## src/rtl/mult_pkg.sv

```systemverilog
// ============================================================================
// mult_pkg : shared state encoding and helpers for multiplier_shift_add
// Rev 1.0  : initial release
// ============================================================================
`default_nettype none

package mult_pkg;

    typedef enum logic [1:0] {
        IDLE = 2'd0,
        CALC = 2'd1,
        DONE = 2'd2
    } mult_state_e;

    localparam int MULT_STEPS = 16;

    function automatic logic [15:0] abs16(input logic [15:0] v);
        return v[15] ? (~v + 16'd1) : v;
    endfunction

endpackage

`default_nettype wire

```

## src/rtl/Adder.sv

```systemverilog
// ============================================================================
// Adder : 16-bit unsigned adder producing a 17-bit sum with carry out
// Rev 1.0  : initial release
// ============================================================================
`default_nettype none

module Adder (
    input  logic [15:0] OperandoA,
    input  logic [15:0] OperandoB,
    output logic [16:0] Soma
);

    assign Soma = {1'b0, OperandoA} + {1'b0, OperandoB};

endmodule

`default_nettype wire

```

## src/rtl/multiplier_shift_add.sv

```systemverilog
// ============================================================================
// multiplier_shift_add : sequential 16x16 shift-and-add multiplier, 17-cycle latency
// Rev 1.0  : initial release; MULT_SIGNED_EN selects two's-complement operands
// ============================================================================
`default_nettype none

module multiplier_shift_add
    import mult_pkg::*;
#(
    parameter int WIDTH = 16,
    parameter int CNT_W = 5
) (
    input  logic               Clk,
    input  logic               Reset_n,
    input  logic               St,
    input  logic [WIDTH-1:0]   Multiplicando,
    input  logic [WIDTH-1:0]   Multiplicador,
    output logic [2*WIDTH-1:0] Produto,
    output logic               Idle,
    output logic               Done
);

    // The datapath is welded to the 16-bit Adder, so any other width is refused.
    if (WIDTH != 16 || CNT_W < $clog2(MULT_STEPS + 1)) begin : g_param_check
        $fatal(1, "multiplier_shift_add: WIDTH must be 16 and CNT_W must hold MULT_STEPS");
    end

    localparam logic [CNT_W-1:0] c_last_step = CNT_W'(MULT_STEPS - 1);

    mult_state_e          state_q, state_d;
    logic [2*WIDTH-1:0]   p_q, p_d;
    logic [WIDTH-1:0]     m_q, m_d;
    logic [CNT_W-1:0]     cnt_q, cnt_d;
    logic [2*WIDTH-1:0]   prod_q, prod_d;

    logic [WIDTH:0]       w_soma;
    logic [2*WIDTH-1:0]   w_shift;
    logic [2*WIDTH-1:0]   w_final;
    logic [WIDTH-1:0]     w_load_m;
    logic [WIDTH-1:0]     w_load_p;

    Adder u_adder (
        .OperandoA (p_q[2*WIDTH-1:WIDTH]),
        .OperandoB (m_q),
        .Soma      (w_soma)
    );

    // The adder carry lands in the top bit, so no extra register bit is needed.
    assign w_shift = p_q[0] ? {w_soma, p_q[WIDTH-1:1]} : {1'b0, p_q[2*WIDTH-1:1]};

`ifdef MULT_SIGNED_EN
    logic sign_q, sign_d;

    assign w_load_m = abs16(Multiplicando);
    assign w_load_p = abs16(Multiplicador);
    assign w_final  = sign_q ? -w_shift : w_shift;

    always_ff @(posedge Clk or negedge Reset_n) begin
        if (!Reset_n) begin
            sign_q <= 1'b0;
        end else begin
            sign_q <= sign_d;
        end
    end

    always_comb begin
        sign_d = sign_q;
        if (state_q == IDLE && St) begin
            sign_d = Multiplicando[WIDTH-1] ^ Multiplicador[WIDTH-1];
        end
    end
`else
    assign w_load_m = Multiplicando;
    assign w_load_p = Multiplicador;
    assign w_final  = w_shift;
`endif

    always_ff @(posedge Clk or negedge Reset_n) begin
        if (!Reset_n) begin
            state_q <= IDLE;
            p_q     <= '0;
            m_q     <= '0;
            cnt_q   <= '0;
            prod_q  <= '0;
        end else begin
            state_q <= state_d;
            p_q     <= p_d;
            m_q     <= m_d;
            cnt_q   <= cnt_d;
            prod_q  <= prod_d;
        end
    end

    // Produto is loaded on the last step edge so it is valid during the Done cycle.
    always_comb begin
        state_d = state_q;
        p_d     = p_q;
        m_d     = m_q;
        cnt_d   = cnt_q;
        prod_d  = prod_q;
        case (state_q)
            IDLE: begin
                if (St) begin
                    p_d     = {{WIDTH{1'b0}}, w_load_p};
                    m_d     = w_load_m;
                    cnt_d   = '0;
                    state_d = CALC;
                end
            end
            CALC: begin
                p_d   = w_shift;
                cnt_d = cnt_q + CNT_W'(1);
                if (cnt_q == c_last_step) begin
                    prod_d  = w_final;
                    state_d = DONE;
                end
            end
            DONE: begin
                state_d = IDLE;
            end
            default: begin
                state_d = IDLE;
            end
        endcase
    end

    assign Produto = prod_q;
    assign Idle    = (state_q == IDLE);
    assign Done    = (state_q == DONE);

endmodule

`default_nettype wire

```

## config.mk

```make
export PLATFORM = sky130hd
export DESIGN_NAME = multiplier_shift_add
export DESIGN_NICKNAME = d
export VERILOG_FILES = /design/src/rtl/mult_pkg.sv /design/src/rtl/Adder.sv /design/src/rtl/multiplier_shift_add.sv
export SDC_FILE = /design/constraint.sdc
export NUM_CORES = 1
export LEC_CHECK = 0
export BUFFER_PORTS_ARGS = -buffer_cell sky130_fd_sc_hd__buf_4
export CAP_MARGIN = 20
export CORE_AREA = 2 2 91 93
export CTS_BUF_LIST = sky130_fd_sc_hd__clkbuf_2
export DETAILED_ROUTE_END_ITERATION = 6
export DIE_AREA = 0 0 93 95
export PLACE_DENSITY = 0.77
export SETUP_SLACK_MARGIN = 0.1
export SYNTH_ARGS = -nofsm -noshare
export SYNTH_HDL_FRONTEND = slang
export SYNTH_SLANG_ARGS = --single-unit
```

## constraint.sdc

```tcl
create_clock -name Clk -period 2.4 [get_ports Clk]
set_input_delay 0.24 -clock Clk [delete_from_list [all_inputs] [get_ports Clk]]
set_output_delay 0.24 -clock Clk [all_outputs]
set_load 0.02 [all_outputs]
```

==> results.yml <==
timing:
  finClkSkew_ns: 0.0254
  final.min_clock_period_ns: 2.23
  final_hold_viol_count: 0
  remaining_max_slew_budget_at_the_tightest_pin_pct: 64.7
  drv_slew: 0
  total_neg_setup_slack_ns: 0
  setup_viol: 0
  timing_worst_slew_pin_value_ns: 0.529
  achievable-frequency_mhz: 448
  timing.final.crit_share_pct: 92.9
  rsz0062_at_grt: "no"
worst_setup_path:
  crit_type: "reg2reg"
  worst_setup_path_start_kind: "flip-flop"
  worst_path_max_delay_cell: "dfrtp_1"
  crit_chain: "ha_2, nand4_1, nor4_1, and3b_1, o31a_1, a22oi_1"
  required_ns: 2.89
  timing.critical_path.max_delay_family: "simple AND/OR/NAND/NOR gates"
  timing.critical_path.buf_inv: 0
  crit_path_max_fanout: 6
  regToRegStartpoint: "p_q[25]"
  worst_ep_arrival_time_ns: 2.72
  worstSetupEndpointType: "flip-flop"
  critPathLaunch: "p_q[25]"
  max_stage_delay_ns: 0.48
final_layout:
  fin_util_pct: 67.7
  fillCellCount: 645
  areaGrowthSynthToFinish_pct: 27.6
  post_route_cells_drive_above_1_share_pct: 25.5
  antenna_cells_inserted: 0
  fin_area_um2: 5370
  finalNetCount: 586
pwr:
  total_leakage_power_nw: 2.47
  power.ir.vdd_worst_v: 0.000631
  cellInternalPower_w: 0.00439
  comb_power_share_pct: 58.2
  pwr_density_cell_nw_per_um2: 1520
  seq_power_share_pct: 32.8
  p_sw_w: 0.00375
  clockPowerShare_pct: 9.0
  switching_share_pct: 46.1
synth:
  postSynth.topFlopCell: "dfrtp_1"
  synthCells: 429
  netlist-cell-type-count: 45
  synth.yosys.seq_area_share_pct: 51.7
  synthesized_flop_and_latch_total: 87
  mappedNetlistNets: 483
  synth_enable_flop_cells: 0
  synthArstFlopShare_pct: 100
  synth_area_per_cell_um2: 9.81
  synthesis.yosys.warnings: 0
  synthesis.area_um2: 4210
floorplan:
  die_w_um: 93
  die-area_um2: 8840
  initial_utilization_pct: 53.1
  io-pin-count: 69
  rows: 33
  die_h_um: 95
  core_area_um2: 7930
outcome:
  run_status: "finished, final reports clean"
routing:
  maxUsedRoutingLayer: "met4"
  detail_route.first_pass.iterations: 4
  route.met2.wl_mm: 4.69
  drtIter0Drc: 182
  wl_per_cell_um: 14.8
  met3RoutedLength_um: 477
  drt_wl_total_mm: 9.52
  drc_errors: 0
  met1_length_mm: 4.23
  drtAntennaViolNets: 0
  vias_per_cell: 5.51
  detailroute.via_count: 3535
min_path:
  worstHoldStart: "St"
  hold_path_class: "in2reg"
grt:
  number_of_global_route_vias_before_repair: 3440
  grt_first_pass_wirelength_mm: 15.7
  antenna_violations_before_repair: 0
  grt.total_usage_pct: 22.5
  grt_max_degree: 88
  grt_remaining_overflow: 0
cts:
  number_of_buffers_created_by_cts: 9
  cts_tree: "done"
  clk_path_buf_depth: 2
  depth_of_the_cts_h_tree: 3
  clk_root_buffer_cell: "clkbuf_2"
  clk-insertion-delay-late_ns: 0.57
  cts.reportedPaths.clkPinSlew_ns: 0.28
  clock_sink_count: 87
placed_design:
  place_area_um2: 4850
  port_buffers: 68
  post-dp-hpwl_mm: 6.33
  globalplace.congestion: 0.918
job:
  timing.max_cap.violations: 0
state kept, by name, indices dropped and copies added, names as in the netlist:
name	count
state_q	2
Produto	32
cnt_q	5
m_q	16
p_q	32
worst register-to-register path, stage by stage (launching register included):
cell	delay [ns]
dfrtp_1	0.48
ha_2	0.41
nand4_1	0.24
nor4_1	0.30
and3b_1	0.23
o31a_1	0.30
a22oi_1	0.18
final cells by class:
type                       instances  area, um2  area share, %
clock inverter                     7       63.8           1.19
tap                              105        131           2.45
clock buffer                       9       45.0          0.839
sequential                        87       2180           40.6
timing repair buffer             114        951           17.7
inverter                           8       30.0          0.559
multi-input combinational        312       1970           36.7
worst paths after layout:
| kind | slack, ns | depth (start not counted) | endpoint |
|---|---|---|---|
| max | 0.17 | 6 | Produto[31] |
| min reg2reg | 0.51 | 2 | Produto[0] |
| max in group asynchronous | 1.83 | 3 | p_q[17] |
| min | 0.15 | 4 | state_q[0] |
| max reg2reg | 0.17 | 6 | Produto[31] |
| min in group asynchronous | 0.18 | 3 | Produto[10] |
cell families (layout without fill, tap and decap cells):
logic type,count (synthesis),after routing,share of synthesized area [%]
compound gates,100,100,15.9
xor+xnor,12,12,2.50
buf+inv,30,138,2.73
mux,21,21,5.47
fa+ha+maj,19,19,5.83
simple gates,160,160,15.8
flops,87,87,51.7
routing by layer:
layer / vias up / GRT usage, %
met5: - / 0
met4: 0 / 9.19
li1: 1722 / -
met2: 103 / 37.0
met3: 11 / 3.35
met1: 1699 / 30.0
Yosys cell counts (8+ instances only):
cell / count / area, um2
nand3_1: 22 / 110
clkbuf_1: 19 / 71.3
xnor2_1: 8 / 70.1
o22ai_1: 15 / 93.8
a21oi_1: 17 / 85.1
o221ai_1: 14 / 123
o21ai_0: 30 / 150
ha_1: 18 / 225
mux2_2: 16 / 180
inv_1: 8 / 30.0
nand2_1: 87 / 327
dfrtp_1: 87 / 2180
nor2_1: 37 / 139
cells in the final DEF, fill, tap and decap left out, types with 4 or more instances in the layout:
cell            n
a21oi_1        16
a31oi_1         4
buf_4          80
clkbuf_2        9
dfrtp_1        86
dlygate4sd3_1  33
ha_1           12
ha_2            5
inv_1           8
mux2_2         16
mux2i_1         5
nand2_1        86
nand3_1        22
nor2_1         37
o21ai_0        29
o221ai_1       14
o22ai_1        15
xnor2_1         8
xor2_1          4
metrics by stage:
step,total power [W],hold slack [ns],instances,setup WS [ns]
2_1_floorplan,0.00593,-0.0556,429,0.295
3_3_place_gp,0.00698,0.310,589,0.150
3_5_place_dp,0.00716,0.319,589,0.106
4_1_cts,0.00795,0.145,639,0.112
5_1_grt,0.00881,0.157,642,0.0787
6_report,0.00815,0.151,642,0.170
power by group through the flow:
stage	Sequential, W	Combinational (W)	Clock (W)
finish	0.00267	0.00474	0.000736
CTS	0.00265	0.00455	0.000746
global placement	0.00265	0.00432	0
detailed placement	0.00269	0.00447	0
global route	0.00276	0.00525	0.000804
floorplan	0.00282	0.00311	0
timing repair:
item,CTS,global route
setup endpoints to repair,1,17
hold buffers,33,0
pin swaps,0,2
hold endpoints to repair,119,0
buffers inserted,1,3
resized for setup,0,13
No activity file was read; power rests on OpenSTA's default activity.
